### config.mk
export PLATFORM = sky130hd
export DESIGN_NAME = load_store_unit
export DESIGN_NICKNAME = d
export VERILOG_FILES = /design/src/rtl/load_store_unit.sv
export SDC_FILE = /design/constraint.sdc
export NUM_CORES = 1
export LEC_CHECK = 0
export CORE_MARGIN = 4
export CORE_UTILIZATION = 47
export CTS_CLUSTER_SIZE = 30
export DETAILED_ROUTE_END_ITERATION = 16
export PLACE_DENSITY = 0.81
export SLEW_MARGIN = 20
export SYNTH_ARGS = -nofsm -noshare
export SYNTH_HDL_FRONTEND = slang
export SYNTH_SLANG_ARGS = --single-unit
### constraint.sdc
create_clock -name clk -period 7.05 [get_ports clk]
set_input_delay 1.7625 -clock clk [delete_from_list [all_inputs] [get_ports clk]]
set_output_delay 1.7625 -clock clk [all_outputs]
set_load 0.01 [all_outputs]
### src/rtl/load_store_unit.sv
// -----------------------------------------------------------------------------
// load_store_unit
//
// Purpose:
//   Bridges the core's execute stage to a word-addressed data memory. It takes
//   one byte, halfword or word load/store per request handshake. It returns
//   loads right-aligned and sign- or zero-extended. Sub-word stores are done
//   as a read-modify-write of the containing word.
//
// Memory port:
//   memRead is combinational (async read) from memAddr. The memory writes
//   memWriteData on the rising edge whenever memWriteEnable is high.
//
// Configuration macro:
//   LSU_MISALIGN_TRAP_EN
//     - defined:   misaligned halfword/word requests are rejected with respErr.
//     - undefined: the low address bits below the access size are ignored and
//                  the access proceeds as aligned.
//   Reserved size and out-of-range addresses are rejected in both builds.
//
// Parameters:
//   MEM_WORDS      number of 32-bit words behind the memory port
//
// Ports:
//   clk            clock
//   resetN         synchronous active-low reset
//   reqValid       request valid from the core
//   reqReady       unit idle and able to accept a request
//   reqWrite       1 = store, 0 = load
//   reqSize        0 byte, 1 halfword, 2 word, 3 reserved (error)
//   reqUnsigned    zero-extend sub-word loads
//   reqAddr        byte address
//   reqWData       store data, right-aligned
//   respValid      response valid
//   respReady      core accepts the response
//   respData       load result (0 for stores and errors)
//   respErr        access rejected
//   memAddr        word-aligned byte address to memory
//   memRead        combinational read data from memory
//   memWriteData   write data to memory
//   memWriteEnable memory write strobe
// -----------------------------------------------------------------------------
module load_store_unit #(
    parameter int unsigned MEM_WORDS = 64
) (
    input  logic        clk,
    input  logic        resetN,
    input  logic        reqValid,
    output logic        reqReady,
    input  logic        reqWrite,
    input  logic [1:0]  reqSize,
    input  logic        reqUnsigned,
    input  logic [31:0] reqAddr,
    input  logic [31:0] reqWData,
    output logic        respValid,
    input  logic        respReady,
    output logic [31:0] respData,
    output logic        respErr,
    output logic [31:0] memAddr,
    input  logic [31:0] memRead,
    output logic [31:0] memWriteData,
    output logic        memWriteEnable
);

    localparam logic [1:0] SIZE_B   = 2'd0;
    localparam logic [1:0] SIZE_H   = 2'd1;
    localparam logic [1:0] SIZE_W   = 2'd2;
    localparam logic [1:0] SIZE_RSV = 2'd3;

    // One bit wider than the address so the limit itself is representable.
    localparam logic [32:0] ADDR_LIMIT = 33'(MEM_WORDS) << 2;

    typedef enum logic [2:0] {
        ST_IDLE,
        ST_LOAD,
        ST_RMW_RD,
        ST_WRITE,
        ST_RESP
    } state_t;

    // Control and registered outputs
    state_t      state_q;
    logic        respValid_q;
    logic        respErr_q;
    logic        memWe_q;
    logic [31:0] respData_q;
    logic [31:0] memAddr_q;
    logic [31:0] memWriteData_q;

    // Latched request fields
    logic [1:0]  size_q;
    logic        uns_q;
    logic [1:0]  lane_q;
    logic [31:0] wdata_q;

    // Combinational next values
    logic        accept;
    logic        misalign_d;
    logic        err_d;
    logic [1:0]  lane_d;
    logic [31:0] wordAddr_d;
    logic [31:0] loadData_d;
    logic [31:0] mergeData_d;

    // -------------------------------------------------------------------------
    // Lane helpers (little-endian: byte k is bits [8k+7:8k])
    // -------------------------------------------------------------------------
    function automatic logic [31:0] extract_lane(
        input logic [31:0] word,
        input logic [1:0]  size,
        input logic [1:0]  lane,
        input logic        uns
    );
        logic        [7:0]  b;
        logic        [15:0] h;
        logic signed [7:0]  sb;
        logic signed [15:0] sh;
        logic signed [31:0] sx;
        logic        [31:0] res;
        case (lane)
            2'd0:    b = word[7:0];
            2'd1:    b = word[15:8];
            2'd2:    b = word[23:16];
            default: b = word[31:24];
        endcase
        h  = lane[1] ? word[31:16] : word[15:0];
        sb = signed'(b);
        sh = signed'(h);
        case (size)
            SIZE_B: begin
                sx  = 32'(sb);
                res = uns ? {24'd0, b} : sx;
            end
            SIZE_H: begin
                sx  = 32'(sh);
                res = uns ? {16'd0, h} : sx;
            end
            default: begin
                sx  = '0;
                res = word;
            end
        endcase
        return res;
    endfunction

    function automatic logic [31:0] merge_lane(
        input logic [31:0] word,
        input logic [31:0] wdata,
        input logic [1:0]  size,
        input logic [1:0]  lane
    );
        logic [31:0] res;
        res = word;
        if (size == SIZE_B) begin
            case (lane)
                2'd0:    res[7:0]   = wdata[7:0];
                2'd1:    res[15:8]  = wdata[7:0];
                2'd2:    res[23:16] = wdata[7:0];
                default: res[31:24] = wdata[7:0];
            endcase
        end else if (size == SIZE_H) begin
            if (lane[1]) res[31:16] = wdata[15:0];
            else         res[15:0]  = wdata[15:0];
        end else begin
            res = wdata;
        end
        return res;
    endfunction

    // -------------------------------------------------------------------------
    // Request decode
    // -------------------------------------------------------------------------
    assign reqReady = (state_q == ST_IDLE) & resetN;
    assign accept   = reqValid & reqReady;

`ifdef LSU_MISALIGN_TRAP_EN
    assign misalign_d = ((reqSize == SIZE_H) && reqAddr[0]) ||
                        ((reqSize == SIZE_W) && (reqAddr[1:0] != 2'b00));
`else
    assign misalign_d = 1'b0;
`endif

    assign err_d = (reqSize == SIZE_RSV) || misalign_d ||
                   ({1'b0, reqAddr} >= ADDR_LIMIT);

    // Bits below the access size are dropped, so a misaligned access that is
    // not trapped behaves exactly like the aligned one.
    always_comb begin
        lane_d = reqAddr[1:0];
        if (reqSize == SIZE_H)      lane_d = {reqAddr[1], 1'b0};
        else if (reqSize == SIZE_W) lane_d = 2'b00;
    end

    assign wordAddr_d  = {reqAddr[31:2], 2'b00};
    assign loadData_d  = extract_lane(memRead, size_q, lane_q, uns_q);
    assign mergeData_d = merge_lane(memRead, wdata_q, size_q, lane_q);

    // -------------------------------------------------------------------------
    // Request capture (data only; qualified by the handshake)
    // -------------------------------------------------------------------------
    always_ff @(posedge clk) begin
        if (accept) begin
            size_q  <= reqSize;
            uns_q   <= reqUnsigned;
            lane_q  <= lane_d;
            wdata_q <= reqWData;
        end
    end

    // -------------------------------------------------------------------------
    // Access FSM with registered outputs
    // -------------------------------------------------------------------------
    always_ff @(posedge clk) begin
        if (!resetN) begin
            state_q        <= ST_IDLE;
            respValid_q    <= 1'b0;
            respErr_q      <= 1'b0;
            memWe_q        <= 1'b0;
            respData_q     <= '0;
            memAddr_q      <= '0;
            memWriteData_q <= '0;
        end else begin
            case (state_q)
                ST_IDLE: begin
                    if (accept) begin
                        if (err_d) begin
                            state_q     <= ST_RESP;
                            respValid_q <= 1'b1;
                            respErr_q   <= 1'b1;
                            respData_q  <= '0;
                        end else if (!reqWrite) begin
                            state_q   <= ST_LOAD;
                            memAddr_q <= wordAddr_d;
                        end else if (reqSize == SIZE_W) begin
                            state_q        <= ST_WRITE;
                            memAddr_q      <= wordAddr_d;
                            memWe_q        <= 1'b1;
                            memWriteData_q <= reqWData;
                        end else begin
                            state_q   <= ST_RMW_RD;
                            memAddr_q <= wordAddr_d;
                        end
                    end
                end
                ST_LOAD: begin
                    state_q     <= ST_RESP;
                    respData_q  <= loadData_d;
                    respValid_q <= 1'b1;
                    memAddr_q   <= '0;
                end
                ST_RMW_RD: begin
                    // memAddr is held so the write lands on the word just read.
                    state_q        <= ST_WRITE;
                    memWriteData_q <= mergeData_d;
                    memWe_q        <= 1'b1;
                end
                ST_WRITE: begin
                    state_q     <= ST_RESP;
                    memWe_q     <= 1'b0;
                    memAddr_q   <= '0;
                    respValid_q <= 1'b1;
                    respData_q  <= '0;
                end
                ST_RESP: begin
                    if (respReady) begin
                        state_q     <= ST_IDLE;
                        respValid_q <= 1'b0;
                        respErr_q   <= 1'b0;
                        respData_q  <= '0;
                    end
                end
                default: begin
                    state_q <= ST_IDLE;
                end
            endcase
        end
    end

    assign respValid      = respValid_q;
    assign respErr        = respErr_q;
    assign respData       = respData_q;
    assign memAddr        = memAddr_q;
    assign memWriteData   = memWriteData_q;
    // Gated so that asserting reset in WRITE suppresses that cycle's write.
    assign memWriteEnable = memWe_q & resetN;

endmodule

==> flow_metrics.py <==
metrics = {
    "outcome": {
        "outcome": "finished, final reports clean",
    },
    "clock_tree": {
        "insertion_delay_ns": 0.41,
        "cts_resized": 0,
        "clock_path_buffers": 2,
        "cts_tree": "built",
        "h-tree-depth": 4,
        "cts_made_buffers": 17,
        "post_cts_buffers": 0,
        "cts_sinks": 137,
        "path_clk_slew_ns": 0.05,
        "cts_root_buffer": "clkbuf_16",
        "hold_buffers": 0,
    },
    "worst_setup_path": {
        "worstPathArrival_ns": 3.14,
        "critPathLaunchType": "primary input",
        "path_max_fanout": 39,
        "r2r_slack_ns": 3.78,
        "end_kind": "output port",
        "cp.required_ns": 5.29,
        "crit_type": "primary input to output port",
    },
    "timing": {
        "tightest_slew_ns": 1.13,
        "final.period_utilization": 0.696,
        "hold_slack_ns": 0.463,
        "period_needed_ns": 4.90,
        "rsz0062_at_grt": "false",
        "max_freq_ghz": 0.204,
        "setup_viol": 0,
        "slew_headroom": 0.248,
        "worst_slack_ns": 2.15,
        "clock_skew_ns": 0.00487,
        "slew_viol_final": 0,
        "fin_tns_setup_ns": 0,
        "hold_violations": 0,
    },
    "synthesis": {
        "ys_warn_count": 0,
        "synth_compound_area_frac": 0.252,
        "avgSynthCellArea_um2": 9.64,
        "synth_top_cells_by_area": "dfxtp_1 (32%), edfxtp_1 (18%), a21oi_1 (4.8%)",
        "synth_top_family_by_area": "compound AO/OA/AOI/OAI gates",
        "synth_top_area_frac": 0.317,
        "synth_adder_area_share": 0.00594,
        "yosys_most_used_dff": "dfxtp_1",
        "yosys.area_share.simple": 0.143,
        "synth-seq-cells": 137,
        "synth_xor_xnor_area_share": 0,
        "yosysSeqAreaShare": 0.492,
        "synthCells": 656,
        "ys_types": 59,
        "synthesis.area_um2": 6320,
        "synth_mux_area_frac": 0.0574,
        "synth_top_cell_by_area": "dfxtp_1",
        "async_flop_share": 0,
        "synth_edf_count": 37,
    },
    "floorplan": {
        "die_h_um": 124,
        "chipWidth_um": 124,
        "dieArea_um2": 15400,
        "start_util": 0.479,
        "io_pins": 204,
        "rows": 42,
        "core_area_um2": 13200,
    },
    "cells_and_area": {
        "syn2layout_area_growth_pct": 42.8,
        "mostFrequentLayoutCells": "clkdlybuf4s50_1 (200), dfxtp_1 (100), a21oi_1 (61)",
        "final_nets": 933,
        "drive_above_1_share": 0.0691,
        "n_antenna_cell": 0,
        "final_common_cell": "clkdlybuf4s50_1",
    },
    "power": {
        "ir_worst_vdd_mv": 0.152,
        "power.leakage_nw": 3.33,
        "powerDensity_nw_per_um2": 217,
    },
    "routing": {
        "via_per_inst": 6.09,
        "drc_errors": 0,
        "via_count": 6186,
        "ant_nets": 0,
        "wl_um": 20300,
        "drtIter0Drc": 645,
        "post_drt_wl_per_cell_um": 20.0,
        "drtPass1Iterations": 7,
    },
    "flow_run": {
        "drv_cap": 0,
    },
    "placed_design": {
        "dp_worst_setup_slack_ns": 1.75,
        "io_buffers": 201,
        "dp_hpwl_um": 14600,
        "gp_congestion": 0.930,
    },
    "grt": {
        "grt_overflow": 0,
        "track_usage": 0.264,
        "antenna_found_initial": 0,
        "grt_pass1_wl_um": 31500,
        "grt_max_degree": 66,
        "grt_pass1_vias": 5924,
    },
    "min_path": {
        "hold_path_class": "flip-flop to flip-flop",
    },
}
[area by class of cell]
type	count	area, µm²
inverters	13	48.8
multi-input cells	448	2930
repair buffers	209	2070
flip-flops and latches	137	3110
fillers	1005	4160
well taps	176	220
clock buffers	19	443
clock inverters	13	200
[registers in the layout, summed over array words and instances (netlist names), 2 cells and up]
register	count
wdata_q	32
state_q	3
memWriteData	32
size_q	2
respData	32
lane_q	2
memAddr	30
[logic make-up (layout without fill, tap and decap cells)]
family,after synthesis,count (layout)
buf+inv,72,254
other cells,1,2
fa+ha+maj,3,3
mux,34,34
flops,137,137
simple gates,173,173
compound gates,236,236
[through the flow]
stage               instances  power (W)  instance area (µm²)   util
finish                   1015    0.00196                 9030  0.685
global route             1015    0.00203                 9030  0.685
CTS                      1015    0.00197                 9020  0.684
floorplan                 657   0.000924                 6330      -
global placement          982    0.00101                 8370  0.634
detailed placement        983    0.00102                 8380  0.635
[routing by layer]
| layer | GRT usage | share of wire |
|---|---|---|
| met5 | 0 | 0 |
| met4 | 0.0917 | 0.025 |
| met3 | 0.0922 | 0.12 |
| met2 | 0.403 | 0.45 |
| met1 | 0.350 | 0.41 |
[worst max-delay path, cell delays in order]
cell             delay, ns
buf_2                 0.46
nand2b_4              0.13
nor3_1                0.19
clkdlybuf4s50_1       0.60
[synth_stat cells (2+ instances only)]
cell type	n
o221ai_1	7
o22ai_1	4
buf_2	6
o2111ai_1	3
a21o_1	5
buf_6	3
o21ai_0	55
a22oi_1	6
buf_1	6
dfxtp_1	100
o211ai_1	7
nand2b_1	7
nand3b_1	2
nor3_1	13
a221o_1	7
o31a_1	7
nand2_1	41
inv_1	12
a21oi_1	61
a221oi_1	2
nand4_1	19
edfxtp_1	37
and3_1	24
ha_1	3
o2bb2ai_1	21
o31ai_1	19
nand3_1	6
nor4_1	11
a22o_1	8
clkbuf_1	42
mux2_2	8
mux2i_1	25
a31oi_1	2
a211oi_1	8
nor2_1	30
and2_1	3
or3_1	3
nor2b_1	4
or2_2	3
buf_4	2
a32o_1	6
[worst paths after layout]
kind                      from               to  depth (start not counted)
setup / recovery        resetN         reqReady                          4
hold reg to reg   respData[23]     respData[23]                          1
setup reg to reg     lane_q[1]  memWriteData[7]                          5
hold / removal    respData[23]     respData[23]                          1
[report_power, final]
group	leakage, nW	internal, W	switching, W
Clock	0.308	0.000633	0.000326
Sequential	1.15	0.000821	0.0000121
Combinational	1.87	0.0000864	0.0000853
No activity file was read; power rests on OpenSTA's default activity.
